===== config.mk =====
export PLATFORM = sky130hd
export DESIGN_NAME = mem_ldst_unit_flat
export DESIGN_NICKNAME = d
export VERILOG_FILES = /design/src/rtl/mem_ldst_if.sv /design/src/rtl/mem_ldst_unit.sv /design/src/flat_wrapper.sv
export SDC_FILE = /design/constraint.sdc
export NUM_CORES = 1
export LEC_CHECK = 0
export ABC_AREA = 1
export CELL_PAD_IN_SITES_DETAIL_PLACEMENT = 0
export CELL_PAD_IN_SITES_GLOBAL_PLACEMENT = 2
export CORE_ASPECT_RATIO = 0.7
export CORE_UTILIZATION = 24
export CTS_CLUSTER_DIAMETER = 120
export DETAILED_ROUTE_END_ITERATION = 10
export GPL_ROUTABILITY_DRIVEN = 0
export HOLD_SLACK_MARGIN = 0.02
export PLACE_DENSITY_LB_ADDON = 0.1
export SKIP_LAST_GASP = 1
export SYNTH_ARGS = -nofsm -noshare
export SYNTH_HDL_FRONTEND = slang
export SYNTH_SLANG_ARGS = --single-unit

===== constraint.sdc =====
create_clock -name clk -period 3.55 [get_ports clk]
set_input_delay 0.5325 -clock clk [delete_from_list [all_inputs] [get_ports clk]]
set_output_delay 0.5325 -clock clk [all_outputs]
set_load 0.03 [all_outputs]

===== src/rtl/mem_ldst_if.sv =====
// Request/response and RAM-port bundle for mem_ldst_unit.
// The master modport is the CPU/RAM side and the slave modport is the unit; LDST_WRAP_ERR_EN adds rsp_err.
interface mem_ldst_if #(
    parameter int ADDR_W = 8,
    parameter int DATA_W = 8
) ();
    // Handshakes: a transfer happens on a rising clk edge where valid && ready are both high.
    // Once raised, valid holds its payload until that edge.
    logic                  req_valid;
    logic                  req_ready;
    logic                  req_write;
    logic                  req_len;
    logic [ADDR_W-1:0]     req_addr;
    logic [2*DATA_W-1:0]   req_wdata;
    logic                  rsp_valid;
    logic                  rsp_ready;
    logic [2*DATA_W-1:0]   rsp_rdata;
    logic                  MemWrite;
    logic                  MemRead;
    logic [ADDR_W-1:0]     mem_addr;
    logic [DATA_W-1:0]     mem_wdata;
    logic [DATA_W-1:0]     mem_rdata;
`ifdef LDST_WRAP_ERR_EN
    logic                  rsp_err;

    modport master (
        output req_valid, req_write, req_len, req_addr, req_wdata, rsp_ready, mem_rdata,
        input  req_ready, rsp_valid, rsp_rdata, MemWrite, MemRead, mem_addr, mem_wdata, rsp_err
    );
    modport slave (
        input  req_valid, req_write, req_len, req_addr, req_wdata, rsp_ready, mem_rdata,
        output req_ready, rsp_valid, rsp_rdata, MemWrite, MemRead, mem_addr, mem_wdata, rsp_err
    );
`else
    modport master (
        output req_valid, req_write, req_len, req_addr, req_wdata, rsp_ready, mem_rdata,
        input  req_ready, rsp_valid, rsp_rdata, MemWrite, MemRead, mem_addr, mem_wdata
    );
    modport slave (
        input  req_valid, req_write, req_len, req_addr, req_wdata, rsp_ready, mem_rdata,
        output req_ready, rsp_valid, rsp_rdata, MemWrite, MemRead, mem_addr, mem_wdata
    );
`endif
endinterface


===== src/rtl/mem_ldst_unit.sv =====
// Load/store unit issuing 1- or 2-byte little-endian accesses to a byte-wide RAM.
// Optional LDST_WRAP_ERR_EN: 2-byte access at the top address errors out instead of wrapping.
module mem_ldst_unit #(
    parameter int ADDR_W = 8,
    parameter int DATA_W = 8
) (
    input  logic        clk,
    input  logic        rst,
    mem_ldst_if.slave   bus,
    output logic [1:0]  dbg_state_o
);
    typedef enum logic [1:0] {
        IDLE = 2'd0,
        ACC0 = 2'd1,
        ACC1 = 2'd2,
        RESP = 2'd3
    } state_e;

    state_e              state_q, state_d;
    logic                write_q, write_d;
    logic                len_q, len_d;
    logic [DATA_W-1:0]   wdata_hi_q, wdata_hi_d;
    logic [2*DATA_W-1:0] rdata_q, rdata_d;
    logic [ADDR_W-1:0]   mem_addr_q, mem_addr_d;
    logic [DATA_W-1:0]   mem_wdata_q, mem_wdata_d;
    logic                in_access;
`ifdef LDST_WRAP_ERR_EN
    logic                err_q, err_d;
    logic                wrap_req;

    assign wrap_req    = bus.req_len && (bus.req_addr == {ADDR_W{1'b1}});
    assign bus.rsp_err = err_q;
`endif

    always_ff @(posedge clk) begin
        if (rst) begin
            state_q     <= IDLE;
            write_q     <= 1'b0;
            len_q       <= 1'b0;
            wdata_hi_q  <= '0;
            rdata_q     <= '0;
            mem_addr_q  <= '0;
            mem_wdata_q <= '0;
`ifdef LDST_WRAP_ERR_EN
            err_q       <= 1'b0;
`endif
        end else begin
            state_q     <= state_d;
            write_q     <= write_d;
            len_q       <= len_d;
            wdata_hi_q  <= wdata_hi_d;
            rdata_q     <= rdata_d;
            mem_addr_q  <= mem_addr_d;
            mem_wdata_q <= mem_wdata_d;
`ifdef LDST_WRAP_ERR_EN
            err_q       <= err_d;
`endif
        end
    end

    // RAM address/data are loaded one edge ahead of each access cycle so the port is purely registered.
    always_comb begin
        state_d     = state_q;
        write_d     = write_q;
        len_d       = len_q;
        wdata_hi_d  = wdata_hi_q;
        rdata_d     = rdata_q;
        mem_addr_d  = mem_addr_q;
        mem_wdata_d = mem_wdata_q;
`ifdef LDST_WRAP_ERR_EN
        err_d       = err_q;
`endif
        case (state_q)
            IDLE: begin
                if (bus.req_valid) begin
                    write_d    = bus.req_write;
                    len_d      = bus.req_len;
                    wdata_hi_d = bus.req_wdata[2*DATA_W-1:DATA_W];
                    rdata_d    = '0;
`ifdef LDST_WRAP_ERR_EN
                    err_d      = wrap_req;
                    if (wrap_req) begin
                        state_d = RESP;
                    end else begin
                        state_d    = ACC0;
                        mem_addr_d = bus.req_addr;
                        if (bus.req_write) mem_wdata_d = bus.req_wdata[DATA_W-1:0];
                    end
`else
                    state_d    = ACC0;
                    mem_addr_d = bus.req_addr;
                    if (bus.req_write) mem_wdata_d = bus.req_wdata[DATA_W-1:0];
`endif
                end
            end
            ACC0: begin
                if (!write_q) rdata_d[DATA_W-1:0] = bus.mem_rdata;
                if (len_q) begin
                    state_d    = ACC1;
                    mem_addr_d = mem_addr_q + {{(ADDR_W-1){1'b0}}, 1'b1};
                    if (write_q) mem_wdata_d = wdata_hi_q;
                end else begin
                    state_d = RESP;
                end
            end
            ACC1: begin
                if (!write_q) rdata_d[2*DATA_W-1:DATA_W] = bus.mem_rdata;
                state_d = RESP;
            end
            RESP: begin
                if (bus.rsp_ready) state_d = IDLE;
            end
            default: state_d = IDLE;
        endcase
    end

    assign in_access     = (state_q == ACC0) || (state_q == ACC1);
    assign bus.req_ready = (state_q == IDLE);
    assign bus.rsp_valid = (state_q == RESP);
    assign bus.rsp_rdata = rdata_q;
    assign bus.MemWrite  = in_access && write_q;
    assign bus.MemRead   = in_access && !write_q;
    assign bus.mem_addr  = mem_addr_q;
    assign bus.mem_wdata = mem_wdata_q;
    assign dbg_state_o   = state_q;
endmodule


===== src/flat_wrapper.sv =====
// flat-port wrapper written by rule: the top's interface ports become plain ports
module mem_ldst_unit_flat 
#(
    parameter int ADDR_W = 8,
    parameter int DATA_W = 8
)
  (clk, rst, dbg_state_o, bus_req_valid, bus_req_write, bus_req_len, bus_req_addr, bus_req_wdata, bus_rsp_ready, bus_mem_rdata, bus_req_ready, bus_rsp_valid, bus_rsp_rdata, bus_MemWrite, bus_MemRead, bus_mem_addr, bus_mem_wdata);
  mem_ldst_if #(.ADDR_W(ADDR_W), .DATA_W(DATA_W)) bus_i ();
  input  logic clk;
  input  logic rst;
  output logic [1:0] dbg_state_o;
  input wire logic [$bits(bus_i.req_valid)-1:0] bus_req_valid;
  input wire logic [$bits(bus_i.req_write)-1:0] bus_req_write;
  input wire logic [$bits(bus_i.req_len)-1:0] bus_req_len;
  input wire logic [$bits(bus_i.req_addr)-1:0] bus_req_addr;
  input wire logic [$bits(bus_i.req_wdata)-1:0] bus_req_wdata;
  input wire logic [$bits(bus_i.rsp_ready)-1:0] bus_rsp_ready;
  input wire logic [$bits(bus_i.mem_rdata)-1:0] bus_mem_rdata;
  output wire logic [$bits(bus_i.req_ready)-1:0] bus_req_ready;
  output wire logic [$bits(bus_i.rsp_valid)-1:0] bus_rsp_valid;
  output wire logic [$bits(bus_i.rsp_rdata)-1:0] bus_rsp_rdata;
  output wire logic [$bits(bus_i.MemWrite)-1:0] bus_MemWrite;
  output wire logic [$bits(bus_i.MemRead)-1:0] bus_MemRead;
  output wire logic [$bits(bus_i.mem_addr)-1:0] bus_mem_addr;
  output wire logic [$bits(bus_i.mem_wdata)-1:0] bus_mem_wdata;
  assign bus_i.req_valid = bus_req_valid;
  assign bus_i.req_write = bus_req_write;
  assign bus_i.req_len = bus_req_len;
  assign bus_i.req_addr = bus_req_addr;
  assign bus_i.req_wdata = bus_req_wdata;
  assign bus_i.rsp_ready = bus_rsp_ready;
  assign bus_i.mem_rdata = bus_mem_rdata;
  assign bus_req_ready = bus_i.req_ready;
  assign bus_rsp_valid = bus_i.rsp_valid;
  assign bus_rsp_rdata = bus_i.rsp_rdata;
  assign bus_MemWrite = bus_i.MemWrite;
  assign bus_MemRead = bus_i.MemRead;
  assign bus_mem_addr = bus_i.mem_addr;
  assign bus_mem_wdata = bus_i.mem_wdata;
  mem_ldst_unit #(.ADDR_W(ADDR_W), .DATA_W(DATA_W)) u_core (.clk(clk), .rst(rst), .bus(bus_i), .dbg_state_o(dbg_state_o));
endmodule

==> reports/metrics.cfg, run 1 <==
[sta]
tightest_slew_ns=0.6890
finClkSkew_ns=0.005293
setup_viol=0
hold_violations=0
finalMaxSlewViolations=0
min_period_over_period=0.7066
relSlewSlack=0.5402
setup_slack_ns=1.041
fmax_mhz=398.6
period_needed_ns=2.509
final.setup.tns_ns=0
rsz0062_at_grt=false

[clocking]
clock_latency_ns=0.28
cts_setup_buffers=0
htreeDepth=2
clockRootBuffer=clkbuf_16
clk_pin_slew_ns=0.06
ctsHoldBuffers=0
cts_buffer_depth=2
clock_sinks=44
cts_tree=done
ctsResizeCount=0
cts_buffers=5

[route]
wl_per_cell_um=12.77
viasPerCell=4.358
postRouteAntennaNets=0
routed_wl_um=6026
num_vias=2057
drc=3
drt_first_iter_violations=105
drtPass1Iterations=7

[floorplan]
start_util=0.2532
die-area_um2=8823
ios=76
core.rowCount=27
die_h_um=78.89
dieWidth_um=111.8
core_um2=8006

[placement]
dpl_cell_area_um2=2864
post-place-ws_ns=1.108
dp_hpwl_um=4369
io_buffers=75
dp.cells=464

[critical_path]
cp-endpoint=bus_MemRead
critical_path_required_ns=3.02
cp.arrival_ns=1.98
worst-setup-path-type=reg2out
path_max_fanout=6
r2r_end=u_core.bus.mem_wdata[0]$_SDFFE_PP0P_
crit_start=u_core.dbg_state_o[0]$_SDFFE_PP0P_
r2r_cells=10
r2r_slack_ns=1.25
critPathLaunchType=register
critPathCaptureType=output pin
r2r_start=u_core.dbg_state_o[1]$_SDFFE_PP0P_

[status]
violations=design-rule violations
outcome=complete, but fails checks

[cells_and_area]
fin_nets=414
synthToLayoutAreaGrowth_pct=48.52
layout-drive-gt1-share=0.04043
design_area_um2=3010
fin_util=0.3760
antenna_cells=0
post_layout_nonfiller_instances=472

[logic_synthesis]
synth_top_area_cell=dfxtp_1
synth_seq_cells=44
synthDistinctLibCells=23
syn_area_per_cell_um2=6.825
synth_area_um2=2027
yosys.area.top_type_share=0.4346
synth_edf_count=0
synthFlopType=dfxtp_1
synth_compound_area_frac=0.1290
yosysWarnings=0
synth.most_common_cell=nand2_1
synth_top_family_by_area=simple AND/OR/NAND/NOR gates
synthSimpleGateAreaFrac=0.3296
ys_top_cells_by_count=nand2_1 (81), nor2_1 (56), dfxtp_1 (44)
synthCells=297
ys_top_cells_by_area=dfxtp_1 (43%), nand2_1 (15%), nor2_1 (10%)
synth_fp_nets=341
synthMuxAreaShare=0
synth_xor_area_frac=0
yosys.area_share.adder=0.03704
ys_seq_area_frac=0.4346
synthArstFlopShare=0

[grt]
antenna_found_initial=0
grt_pass1_wl_um=9894
grt_max_degree=25
grt_use_total=0.1442
overflow=0
grt_pass1_vias=1983

[pwr]
ir_drop_v=0.0002679
p_per_area_nw_per_um2=833.6
p_leak_nw=1.178

[job]
max_cap_violations=0

[worst_hold_path]
min_path_type=reg2reg

## state kept, by name (all words and copies together) (netlist names)
register	cells
u_core.dbg_state_o	2
u_core.bus.rsp_rdata	16
u_core.bus.mem_wdata	8
u_core.bus.mem_addr	8
u_core.wdata_hi_q	8
u_core.write_q	1
u_core.len_q	1
## worst min-delay path by stage
stage                                                      from                                     to  slack (ns)  cells past startpoint
after global routing      u_core.bus.rsp_rdata[14]$_SDFFE_PP0P_  u_core.bus.rsp_rdata[14]$_SDFFE_PP0P_        0.49                      2
after CTS                 u_core.bus.rsp_rdata[13]$_SDFFE_PP0P_  u_core.bus.rsp_rdata[13]$_SDFFE_PP0P_        0.47                      2
after floorplan                       u_core.len_q$_SDFFE_PP0P_              u_core.len_q$_SDFFE_PP0P_        0.45                      2
after detailed placement  u_core.bus.rsp_rdata[13]$_SDFFE_PP0P_  u_core.bus.rsp_rdata[13]$_SDFFE_PP0P_        0.46                      2
after global placement    u_core.bus.rsp_rdata[13]$_SDFFE_PP0P_  u_core.bus.rsp_rdata[13]$_SDFFE_PP0P_        0.45                      2
final                     u_core.bus.rsp_rdata[13]$_SDFFE_PP0P_  u_core.bus.rsp_rdata[13]$_SDFFE_PP0P_        0.46                      2
## routing by layer
layer	vias to the layer above	share of wire	GRT usage
met5	-	0	0
met4	0	0.012	0.04865
met3	8	0.039	0.03053
met2	40	0.39	0.2031
met1	911	0.56	0.2137
li1	1098	-	-
## critical path, stage by stage, from the launching register on
cell and delay (ns):
dfxtp_1 0.43, inv_1 0.12, ha_1 0.34, inv_1 0.05
nor2_1 0.09, clkdlybuf4s50_1 0.67
## power by group
group	switching, mW	internal [mW]
sequential	0.117	0.650
clock	0.180	0.281
combinational	0.811	0.470
## cells by family (layout without fill, tap and decap cells)
kind of cell,after synthesis,count (layout)
buffers and inverters,34,108
flip-flops,44,44
adder cells (fa/ha/maj),6,6
AO/OA/AOI/OAI,50,50
AND/OR/NAND/NOR,163,163
## layout by cell type (no fill, tap or decap), types with 2 or more instances in the layout
| master | Yosys | final |
|---|---|---|
| nor2_1 | 56 | 56 |
| o21ai_0 | 22 | 22 |
| nand4_1 | 8 | 8 |
| dfxtp_1 | 44 | 44 |
| o21ai_2 | 2 | 2 |
| nand2_1 | 81 | 81 |
| clkdlybuf4s50_1 | 0 | 75 |
| inv_2 | 2 | 2 |
| clkbuf_1 | 7 | 2 |
| ha_1 | 6 | 6 |
| a21oi_1 | 23 | 23 |
| clkbuf_16 | 0 | 5 |
| nand3_1 | 14 | 14 |
| inv_1 | 20 | 20 |
| buf_4 | 1 | 2 |
## metrics by stage
stage / hold WS (ns) / power, mW
floorplan: 0.4469 / 1.594
global placement: 0.4507 / 2.071
detailed placement: 0.4558 / 2.067
CTS: 0.4654 / 2.544
global route: 0.4894 / 2.720
finish: 0.4614 / 2.510
## area by class of cell
type / instances / area [µm²]
inverters: 23 / 86.33
multi-input cells: 219 / 1005
repair buffers: 77 / 765.7
clock buffers: 8 / 146.4
fillers: 876 / 4996
flip-flops and latches: 44 / 880.8
well taps: 101 / 126.4
(Power assumes the default switching activity.)
==> run 2: changes to the inputs <==
--- a/config.mk
+++ b/config.mk
@@ -9,7 +9,7 @@
 export CELL_PAD_IN_SITES_DETAIL_PLACEMENT = 0
 export CELL_PAD_IN_SITES_GLOBAL_PLACEMENT = 2
 export CORE_ASPECT_RATIO = 0.7
-export CORE_UTILIZATION = 24
+export CORE_UTILIZATION = 20
 export CTS_CLUSTER_DIAMETER = 120
 export DETAILED_ROUTE_END_ITERATION = 10
 export GPL_ROUTABILITY_DRIVEN = 0
==> constraint.sdc (replaced) <==
create_clock -name clk -period 2.19 [get_ports clk]
set_input_delay 0.3285 -clock clk [delete_from_list [all_inputs] [get_ports clk]]
set_output_delay 0.3285 -clock clk [all_outputs]
set_load 0.03 [all_outputs]
==> reports/metrics.cfg, run 2 (synthesis gave the netlist of run 1 again) <==
[status]
outcome=complete, no violations  ; was complete, but fails checks

[grt]
grt_max_degree=24  ; was 25
grt_pass1_vias=1962  ; was 1983
grt_use_total=0.1301  ; was 0.1442
overflow=0  ; unchanged
grt_pass1_wl_um=10430  ; was 9894 µm
antenna_found_initial=0  ; unchanged

[clocking]
cts_buffer_depth=2  ; unchanged
clock_sinks=44  ; unchanged
clk_pin_slew_ns=0.06  ; about the same
ctsHoldBuffers=0  ; unchanged
htreeDepth=2  ; unchanged
cts_buffers=5  ; unchanged
cts_tree=done  ; unchanged
clockRootBuffer=clkbuf_16  ; unchanged
clock_latency_ns=0.28  ; about the same

[cells_and_area]
antenna_cells=0  ; unchanged
regArea_um2=880.8  ; unchanged
largest_register_ffs=16  ; unchanged
layout_commonest_cell=nand2_1  ; unchanged
final_cell_mix=nand2_1 (81), clkdlybuf4s50_1 (73), nor2_1 (56)  ; was nand2_1 (81), clkdlybuf4s50_1 (75), nor2_1 (56)
fin_nets=420  ; was 414
synthToLayoutAreaGrowth_pct=52.90  ; was 48.52%
layout-drive-gt1-share=0.05570  ; was 0.04043
post_layout_nonfiller_instances=505  ; was 472
fillers=1081  ; was 876
multi_input_area_um2=1005  ; unchanged

[critical_path]
critical_path_required_ns=1.86  ; was 3.02 ns
r2r_start=u_core.dbg_state_o[1]$_SDFFE_PP0P_  ; unchanged
r2r_end=u_core.bus.mem_wdata[0]$_SDFFE_PP0P_  ; unchanged
worst-setup-path-type=reg2out  ; unchanged
critPathLaunchType=register  ; unchanged
path_max_fanout=6  ; unchanged
r2r_cells=10  ; unchanged
critPathCaptureType=output pin  ; unchanged
r2r_slack_ns=0.38  ; was 1.25 ns
cp.arrival_ns=1.66  ; was 1.98 ns

[sta]
fmax_mhz=502.2
tightest_slew_ns=0.7129  ; was 0.6890 ns
finClkSkew_ns=0.003590  ; was 0.005293 ns
relSlewSlack=0.5215  ; was 0.5402
final.setup.tns_ns=0  ; unchanged
period_needed_ns=1.991
rsz0062_at_grt=false  ; unchanged
hold_violations=0  ; unchanged
setup_viol=0  ; unchanged
min_period_over_period=0.9092
finalMaxSlewViolations=0  ; unchanged

[route]
drt_first_iter_violations=94  ; was 105
wl_met3_um=274  ; was 234 µm
postRouteAntennaNets=0  ; unchanged
drtPass1Iterations=4  ; was 7
wl_per_cell_um=12.69  ; was 12.77 µm
routed_wl_um=6410  ; was 6026 µm
num_vias=2072  ; was 2057
drc=0  ; was 3
maxUsedRoutingLayer=met4  ; unchanged
wl_met2_um=2503  ; was 2367 µm
viasPerCell=4.103  ; was 4.358
wl_met1_um=3589  ; was 3353 µm

[pwr]
p_leak_nw=1.218  ; was 1.178 nW
p_total_mw=4.158  ; was 2.510 mW
ir_drop_v=0.0003739  ; was 0.0002679 V
p_per_area_nw_per_um2=1342  ; was 833.6 nW/µm²

[placement]
dp.cells=496  ; was 464
io_buffers=75  ; unchanged
dp_hpwl_um=4837  ; was 4369 µm

[worst_hold_path]
min_path_type=reg2reg  ; unchanged
hold_path.startpoint=u_core.bus.rsp_rdata[0]$_SDFFE_PP0P_  ; was u_core.bus.rsp_rdata[13]$_SDFFE_PP0P_
holdPathStages=2  ; unchanged
min_to=u_core.bus.rsp_rdata[0]$_SDFFE_PP0P_  ; was u_core.bus.rsp_rdata[13]$_SDFFE_PP0P_

[floorplan]
core.rowCount=30  ; was 27
core_um2=9759  ; was 8006 µm²
die_h_um=86.23  ; was 78.89 µm
dieWidth_um=122.3  ; was 111.8 µm
start_util=0.2077  ; was 0.2532
ios=76  ; unchanged
die-area_um2=10550  ; was 8823 µm²

[job]
max_cap_violations=0  ; unchanged

## run 2: repair_timing
item	4_1_cts	5_1_grt
pin swaps	0	1
gates resized for setup	2	0
buffers inserted	0	1
setup endpoints to repair	2	4
## run 2: worst max-delay path by stage
stage | depth (start not counted) | slack, ns | endpoint | from
after floorplan | 9 | 0.36 | u_core.bus.mem_wdata[5]$_SDFFE_PP0P_ | u_core.dbg_state_o[0]$_SDFFE_PP0P_
after global placement | 9 | 0.23 | u_core.bus.mem_wdata[4]$_SDFFE_PP0P_ | u_core.dbg_state_o[1]$_SDFFE_PP0P_
after detailed placement | 5 | 0.22 | bus_MemRead | u_core.dbg_state_o[0]$_SDFFE_PP0P_
after CTS | 5 | 0.19 | bus_MemRead | u_core.dbg_state_o[0]$_SDFFE_PP0P_
after global routing | 5 | 0.07 | bus_MemRead | u_core.dbg_state_o[0]$_SDFFE_PP0P_
final | 5 | 0.20 | bus_MemRead | u_core.dbg_state_o[0]$_SDFFE_PP0P_
## run 2: per-stage QoR
stage          hold WS [ns]  area (µm²)  setup WS, ns    util
2_1_floorplan        0.3976        2027        0.3583       -
4_1_cts              0.4662        3079        0.1863  0.3155
3_3_place_gp         0.4490        2935        0.2267  0.3008
6_report             0.4611        3099        0.1988  0.3176
5_1_grt              0.4823        3099       0.07405  0.3176
3_5_place_dp         0.4554        2935        0.2188  0.3008
## run 2: critical path, cell delays in order, from the launching register on
cell           delay [ns]
dfxtp_1              0.42
inv_1                0.11
ha_1                 0.33
inv_1                0.05
nor2_1               0.08
dlygate4sd2_1        0.40
## run 2: metal layers
layer  vias up  GRT usage
met5         -          0
met4         0    0.02661
met3         4    0.03684
met2        35     0.1793
met1       924     0.1969
li1       1109          -
## run 2: layout make-up
cell class              count  area share
flip-flops and latches     44      0.2842
clock buffers               8     0.04723
multi-input cells         219      0.3242
repair buffers             83      0.2648
well taps                 128     0.05168
inverters                  23     0.02786
## run 2: report_power, final
group	total (mW)	switching, mW	internal, mW	leakage [nW]
registers	1.24	0.187	1.05	0.360
logic	2.15	1.32	0.831	0.786
clock network	0.763	0.307	0.456	0.0712
